`config.mk`:
```
export PLATFORM = sky130hd
export DESIGN_NAME = vesa_timing_align
export DESIGN_NICKNAME = d
export VERILOG_FILES = /design/src/rtl/vesa_timing_align.sv
export SDC_FILE = /design/constraint.sdc
export NUM_CORES = 1
export LEC_CHECK = 0
export CAP_MARGIN = 20
export CORE_MARGIN = 5
export CORE_UTILIZATION = 52
export DETAILED_ROUTE_END_ITERATION = 7
export PLACE_DENSITY = 0.84
export SYNTH_ARGS = -nofsm -noshare
export SYNTH_HDL_FRONTEND = slang
export SYNTH_SLANG_ARGS = --single-unit
```
`constraint.sdc`:
```
create_clock -name clk -period 2.66 [get_ports clk]
set_input_delay 0.532 -clock clk [delete_from_list [all_inputs] [get_ports clk]]
set_output_delay 0.532 -clock clk [all_outputs]
set_load 0.01 [all_outputs]
```
`src/rtl/vesa_timing_align.sv`:
```
// VESA raster timing generator that re-aligns hs/vs/de to pixels returned by the image cache.
// Optional colour-bar generator is built when VESA_TEST_PATTERN_EN is defined.
module vesa_timing_align #(
  parameter int unsigned H_ACTIVE   = 1920,
  parameter int unsigned H_FP       = 88,
  parameter int unsigned H_SYNC     = 44,
  parameter int unsigned H_BP       = 148,
  parameter int unsigned V_ACTIVE   = 1080,
  parameter int unsigned V_FP       = 4,
  parameter int unsigned V_SYNC     = 5,
  parameter int unsigned V_BP       = 36,
  parameter bit          HS_POL     = 1'b1,
  parameter bit          VS_POL     = 1'b1,
  parameter int unsigned RD_LATENCY = 2
) (
  input  logic        clk,
  input  logic        rst,
`ifdef VESA_TEST_PATTERN_EN
  input  logic        pattern_en,
`endif
  output logic        vesa_vsync,
  output logic        vesa_de,
  input  logic        pix_de_in,
  input  logic [15:0] pix_data_in,
  output logic        hdmi_hs,
  output logic        hdmi_vs,
  output logic        hdmi_de,
  output logic [23:0] hdmi_rgb,
  output logic        align_err
);

  localparam int unsigned H_TOTAL  = H_ACTIVE + H_FP + H_SYNC + H_BP;
  localparam int unsigned V_TOTAL  = V_ACTIVE + V_FP + V_SYNC + V_BP;
  localparam int unsigned HW       = (H_TOTAL > 1) ? $clog2(H_TOTAL) : 1;
  localparam int unsigned VW       = (V_TOTAL > 1) ? $clog2(V_TOTAL) : 1;
  localparam int unsigned HS_START = H_ACTIVE + H_FP;
  localparam int unsigned HS_END   = HS_START + H_SYNC;
  localparam int unsigned VS_START = V_ACTIVE + V_FP;
  localparam int unsigned VS_END   = VS_START + V_SYNC;

  logic [HW-1:0]         h_cnt;
  logic [VW-1:0]         v_cnt;
  logic                  h_last;
  logic                  v_last;
  logic                  de_raw;
  logic                  hs_raw;
  logic                  vs_raw;
  logic [RD_LATENCY-1:0] de_sr;
  logic [RD_LATENCY-1:0] hs_sr;
  logic [RD_LATENCY-1:0] vs_sr;
  logic                  de_d;
  logic                  hs_d;
  logic                  vs_d;
  logic [23:0]           rgb_c;

  function automatic logic [23:0] rgb565_to_888(input logic [15:0] d);
    return {d[15:11], d[15:13], d[10:5], d[10:9], d[4:0], d[4:2]};
  endfunction

  assign h_last = (32'(h_cnt) == H_TOTAL - 1);
  assign v_last = (32'(v_cnt) == V_TOTAL - 1);

  // Raster counters; v advances on the same edge h wraps.
  always_ff @(posedge clk) begin
    if (!rst) begin
      h_cnt <= '0;
      v_cnt <= '0;
    end else if (h_last) begin
      h_cnt <= '0;
      v_cnt <= v_last ? '0 : v_cnt + VW'(1);
    end else begin
      h_cnt <= h_cnt + HW'(1);
    end
  end

  // Raw timing decode, one clk behind the counters; also the cache request strobes.
  always_ff @(posedge clk) begin
    if (!rst) begin
      de_raw <= 1'b0;
      hs_raw <= 1'b0;
      vs_raw <= 1'b0;
    end else begin
      de_raw <= (32'(h_cnt) < H_ACTIVE) && (32'(v_cnt) < V_ACTIVE);
      hs_raw <= (32'(h_cnt) >= HS_START) && (32'(h_cnt) < HS_END);
      vs_raw <= (32'(v_cnt) >= VS_START) && (32'(v_cnt) < VS_END);
    end
  end

  assign vesa_de    = de_raw;
  assign vesa_vsync = vs_raw;

  // Delay line matching the cache read latency.
  always_ff @(posedge clk) begin
    if (!rst) begin
      de_sr <= '0;
      hs_sr <= '0;
      vs_sr <= '0;
    end else begin
      de_sr <= RD_LATENCY'({de_sr, de_raw});
      hs_sr <= RD_LATENCY'({hs_sr, hs_raw});
      vs_sr <= RD_LATENCY'({vs_sr, vs_raw});
    end
  end

  assign de_d = de_sr[RD_LATENCY-1];
  assign hs_d = hs_sr[RD_LATENCY-1];
  assign vs_d = vs_sr[RD_LATENCY-1];

`ifdef VESA_TEST_PATTERN_EN
  localparam int unsigned BAR_W = H_ACTIVE / 8;

  logic [HW-1:0]         col_raw;
  logic [HW-1:0]         col_sr [RD_LATENCY];
  logic                  pat_raw;
  logic [RD_LATENCY-1:0] pat_sr;
  logic [2:0]            bar;

  function automatic logic [23:0] bar_color(input logic [2:0] idx);
    logic [23:0] c;
    case (idx)
      3'd0:    c = 24'hFFFFFF;
      3'd1:    c = 24'hFFFF00;
      3'd2:    c = 24'h00FFFF;
      3'd3:    c = 24'h00FF00;
      3'd4:    c = 24'hFF00FF;
      3'd5:    c = 24'hFF0000;
      3'd6:    c = 24'h0000FF;
      default: c = 24'h000000;
    endcase
    return c;
  endfunction

  // Column and frame-latched pattern select travel with de_raw through the delay line.
  always_ff @(posedge clk) begin
    if (!rst) begin
      col_raw <= '0;
      pat_raw <= 1'b0;
      pat_sr  <= '0;
      for (int i = 0; i < int'(RD_LATENCY); i++) col_sr[i] <= '0;
    end else begin
      col_raw <= h_cnt;
      if ((h_cnt == '0) && (v_cnt == '0)) pat_raw <= pattern_en;
      pat_sr    <= RD_LATENCY'({pat_sr, pat_raw});
      col_sr[0] <= col_raw;
      for (int i = 1; i < int'(RD_LATENCY); i++) col_sr[i] <= col_sr[i-1];
    end
  end

  always_comb begin
    bar = 3'd0;
    for (int i = 1; i < 8; i++) begin
      if (32'(col_sr[RD_LATENCY-1]) >= 32'(i) * BAR_W) bar = 3'(i);
    end
    rgb_c = pat_sr[RD_LATENCY-1] ? bar_color(bar) : rgb565_to_888(pix_data_in);
  end
`else
  assign rgb_c = rgb565_to_888(pix_data_in);
`endif

  // Output stage; syncs drive their POL level while asserted.
  always_ff @(posedge clk) begin
    if (!rst) begin
      hdmi_hs   <= !HS_POL;
      hdmi_vs   <= !VS_POL;
      hdmi_de   <= 1'b0;
      hdmi_rgb  <= '0;
      align_err <= 1'b0;
    end else begin
      hdmi_hs   <= hs_d ~^ HS_POL;
      hdmi_vs   <= vs_d ~^ VS_POL;
      hdmi_de   <= de_d;
      hdmi_rgb  <= de_d ? rgb_c : 24'h0;
      align_err <= align_err | (de_d != pix_de_in);
    end
  end

endmodule

```
==> flow_summary.ini <==
[status]
status = finished clean

[floorplanning]
core_sq_um = 3689
die_y_um = 71.99
io_pins = 49
die-area_sq_um = 5183
rows = 22
start_util_pct = 54.17
die_w_um = 71.99

[cts]
cts-resized-gates = 0
worstSkewPairLatency_ns = 0.30
cts_setup_buffers = 0
clk_pin_slew_ns = 0.09
htreeDepth = 2
cts_made_buffers = 5
clockRootBuffer = clkbuf_8
cts_tree = built
clock_path_buffers = 2
hold_buffers = 0
numClockSinks = 52

[timing]
hold_slack_ns = 0.4424
relSlewSlack_pct = 68.57
slew_violations = 0
timing.setup.tns_ns = 0
setup_viol = 0
fin_skew_ns = 0.006990
post-route-min-period_ns = 1.934
tightest_slew_ns = 0.4699
achievable-frequency_mhz = 517.2
hold_viol_final = 0
fin_crit_sh_pct = 72.69
rsz0062_at_grt = no

[detailed_routing]
drc = 0
wl_um = 3947
drtIter0Drc = 88
wl_per_cell_um = 13.33
vias = 1546
dr.pass1.iters = 4
vias_per_cell = 5.223
ant_nets = 0

[pwr]
p_sw_uw = 281.7
p_per_area_nw_per_um2 = 561.2
p_leak_uw = 0.001004
pwr-share-clk_pct = 39.8
swShare_pct = 19.43
p_comb_share_pct = 5.1
vdd_drop_max_uv = 439.0
p_seq_share_pct = 55.0
internal_power_uw = 1168

[layout]
finalNonFillerCells = 296
drive_gt1_share_pct = 6.048
final_common_cell = dfxtp_1
antenna_cells = 0
final_cell_mix = 52 x dfxtp_1, 48 x clkdlybuf4s50_1, 23 x and3_1
nets = 269
fin_area_sq_um = 2584
nFillCells = 304
synthToLayoutAreaGrowth_pct = 29.31

[worst_setup_path]
crit_family = simple AND/OR/NAND/NOR gates
worst_setup_path_end_kind = flip-flop
critical-path-slowest-cell = or4_1
worst-r2r-setup-slack_ns = 0.73
start_kind = flip-flop
critPathMaxFanout = 12
reg2regPathDepth = 5
r2r_end = v_cnt[8]$_SDFFE_PN0N_
crit_buf_inv = 0
crit_type = reg2reg
rr_startpoint = h_cnt[0]$_SDFF_PP0_
worstPathRequired_ns = 2.89
worstSetupPathDepth = 5
path_cells = ha_1 -> and4_1 -> nand3_2 -> or4_1 -> a21oi_1
crit_end = v_cnt[8]$_SDFFE_PN0N_
cpPeakStageDelay_ns = 0.56
startpoint = h_cnt[0]$_SDFF_PP0_
cp.arrival_ns = 2.17

[logic_synthesis]
synth_area_leaders = dfxtp_1 52%, and3_1 7.2%, xor2_1 3.5%, and2_1 3.4%, nor2_1 3.4%
syn_area_per_cell_sq_um = 9.700
synth_ff_type = dfxtp_1
synth_edf_count = 0
yosys.area.top_type = dfxtp_1
ys_types = 34
syn_inst = 206
yosysSeqAreaShare_pct = 52.10
ys_ff_latch = 52
ys.warnings.count = 0
netlist.area_leader.share_pct = 52.10
async_reset_ff_share_pct = 0
synth_fp_nets = 228
syn-cell-area_sq_um = 1998

[global_routing]
grt_use_met2_pct = 25.51
use_met3_pct = 5.125
grt_max_degree = 23
grt-ovfl-total = 0
grt_first_pass_wirelength_um = 6492
gr-usage-all-layers_pct = 16.09
use_met1_pct = 20.67
grt_pass1_vias = 1340
antenna_found_initial = 0
grt_busiest_layer = met2

[worst_hold_path]
worstHoldPathType = reg2reg

[placement]
gp_congestion = 0.8977
dp_cells = 288
postPlaceCellArea_sq_um = 2457
dp_hpwl_um = 2843
port_buffers = 48

[flow_run]
drv_cap = 0
-- worst reg2reg max path, stage by stage (launching register included) --
cell,delay (ns)
dfxtp_1,0.36
ha_1,0.25
and4_1,0.32
nand3_2,0.23
or4_1,0.57
a21oi_1,0.14
-- cells in the mapped netlist (6+ instances only) --
master,instances
dfxtp_1,52
and3_1,23
nor2_1,18
nand2_1,12
and2_1,11
nand3_1,9
buf_4,8
o21ai_0,8
xor2_1,8
nand4_1,7
xnor2_1,6
-- layer usage --
layer	vias up	part of all wire, %
met1	706	46
met5	-	0
met3	7	6.2
li1	791	-
met2	42	46
met4	0	1.4
-- how the worst min path moves through the flow --
| stage | from | to | slack [ns] | cells after the start |
|---|---|---|---|---|
| detailed placement | hs_sr[1]$_SDFF_PN0_ | hdmi_hs$_SDFF_PN0_ | 0.42 | 1 |
| global route | vs_sr[1]$_SDFF_PN0_ | hdmi_vs$_SDFF_PN0_ | 0.46 | 1 |
| global placement | de_sr[0]$_SDFF_PN0_ | de_sr[1]$_SDFF_PN0_ | 0.41 | 1 |
| CTS | hs_sr[1]$_SDFF_PN0_ | hdmi_hs$_SDFF_PN0_ | 0.44 | 1 |
| floorplan | de_sr[0]$_SDFF_PN0_ | de_sr[1]$_SDFF_PN0_ | 0.41 | 1 |
| finish | hs_raw$_SDFF_PN0_ | hs_sr[0]$_SDFF_PN0_ | 0.44 | 1 |
-- cells by family after synthesis --
group | count (synthesis) | share of synthesized area (%)
simple gates | 100 | 28.93
xor+xnor | 14 | 6.137
compound gates | 19 | 5.636
mux | 1 | 0.5010
fa+ha+maj | 3 | 1.879
buf+inv | 17 | 4.822
flops | 52 | 52.10
-- final cells by class --
class / instances / area, sq um / area share (%)
tap: 48 / 60.06 / 2.324
multi-input combinational: 137 / 860.8 / 33.32
clock buffer: 7 / 96.34 / 3.729
timing repair buffer: 49 / 488.0 / 18.89
inverter: 2 / 7.507 / 0.2906
sequential: 52 / 1041 / 40.29
clock inverter: 1 / 30.03 / 1.162
-- power by group through the flow --
stage	Combinational [uW]	Clock [uW]	Sequential [uW]
after floorplan	27.7	0	816
final	74.3	578	798
after global placement	72.9	0	816
after CTS	75.3	588	798
after detailed placement	74.9	0	817
after global routing	81.2	617	800
-- sequential cells by signal (all words and copies together), names as in the netlist --
name,cells
align_err,1
de_sr,2
h_cnt,12
hdmi_de,1
hdmi_hs,1
hdmi_rgb,16
hdmi_vs,1
hs_raw,1
hs_sr,2
v_cnt,11
vesa_de,1
vesa_vsync,1
vs_sr,2
-- metrics by stage --
| stage | util, % | worst slack (ns) | power, uW |
|---|---|---|---|
| after CTS | 70.05 | 0.7201 | 1461 |
| after global routing | 70.05 | 0.5548 | 1499 |
| after floorplan | - | 1.008 | 844.0 |
| after detailed placement | 66.62 | 0.7477 | 891.6 |
| after global placement | 66.62 | 0.7593 | 889.0 |
| final | 70.05 | 0.7265 | 1450 |
Power figures use the tool's default switching activity.
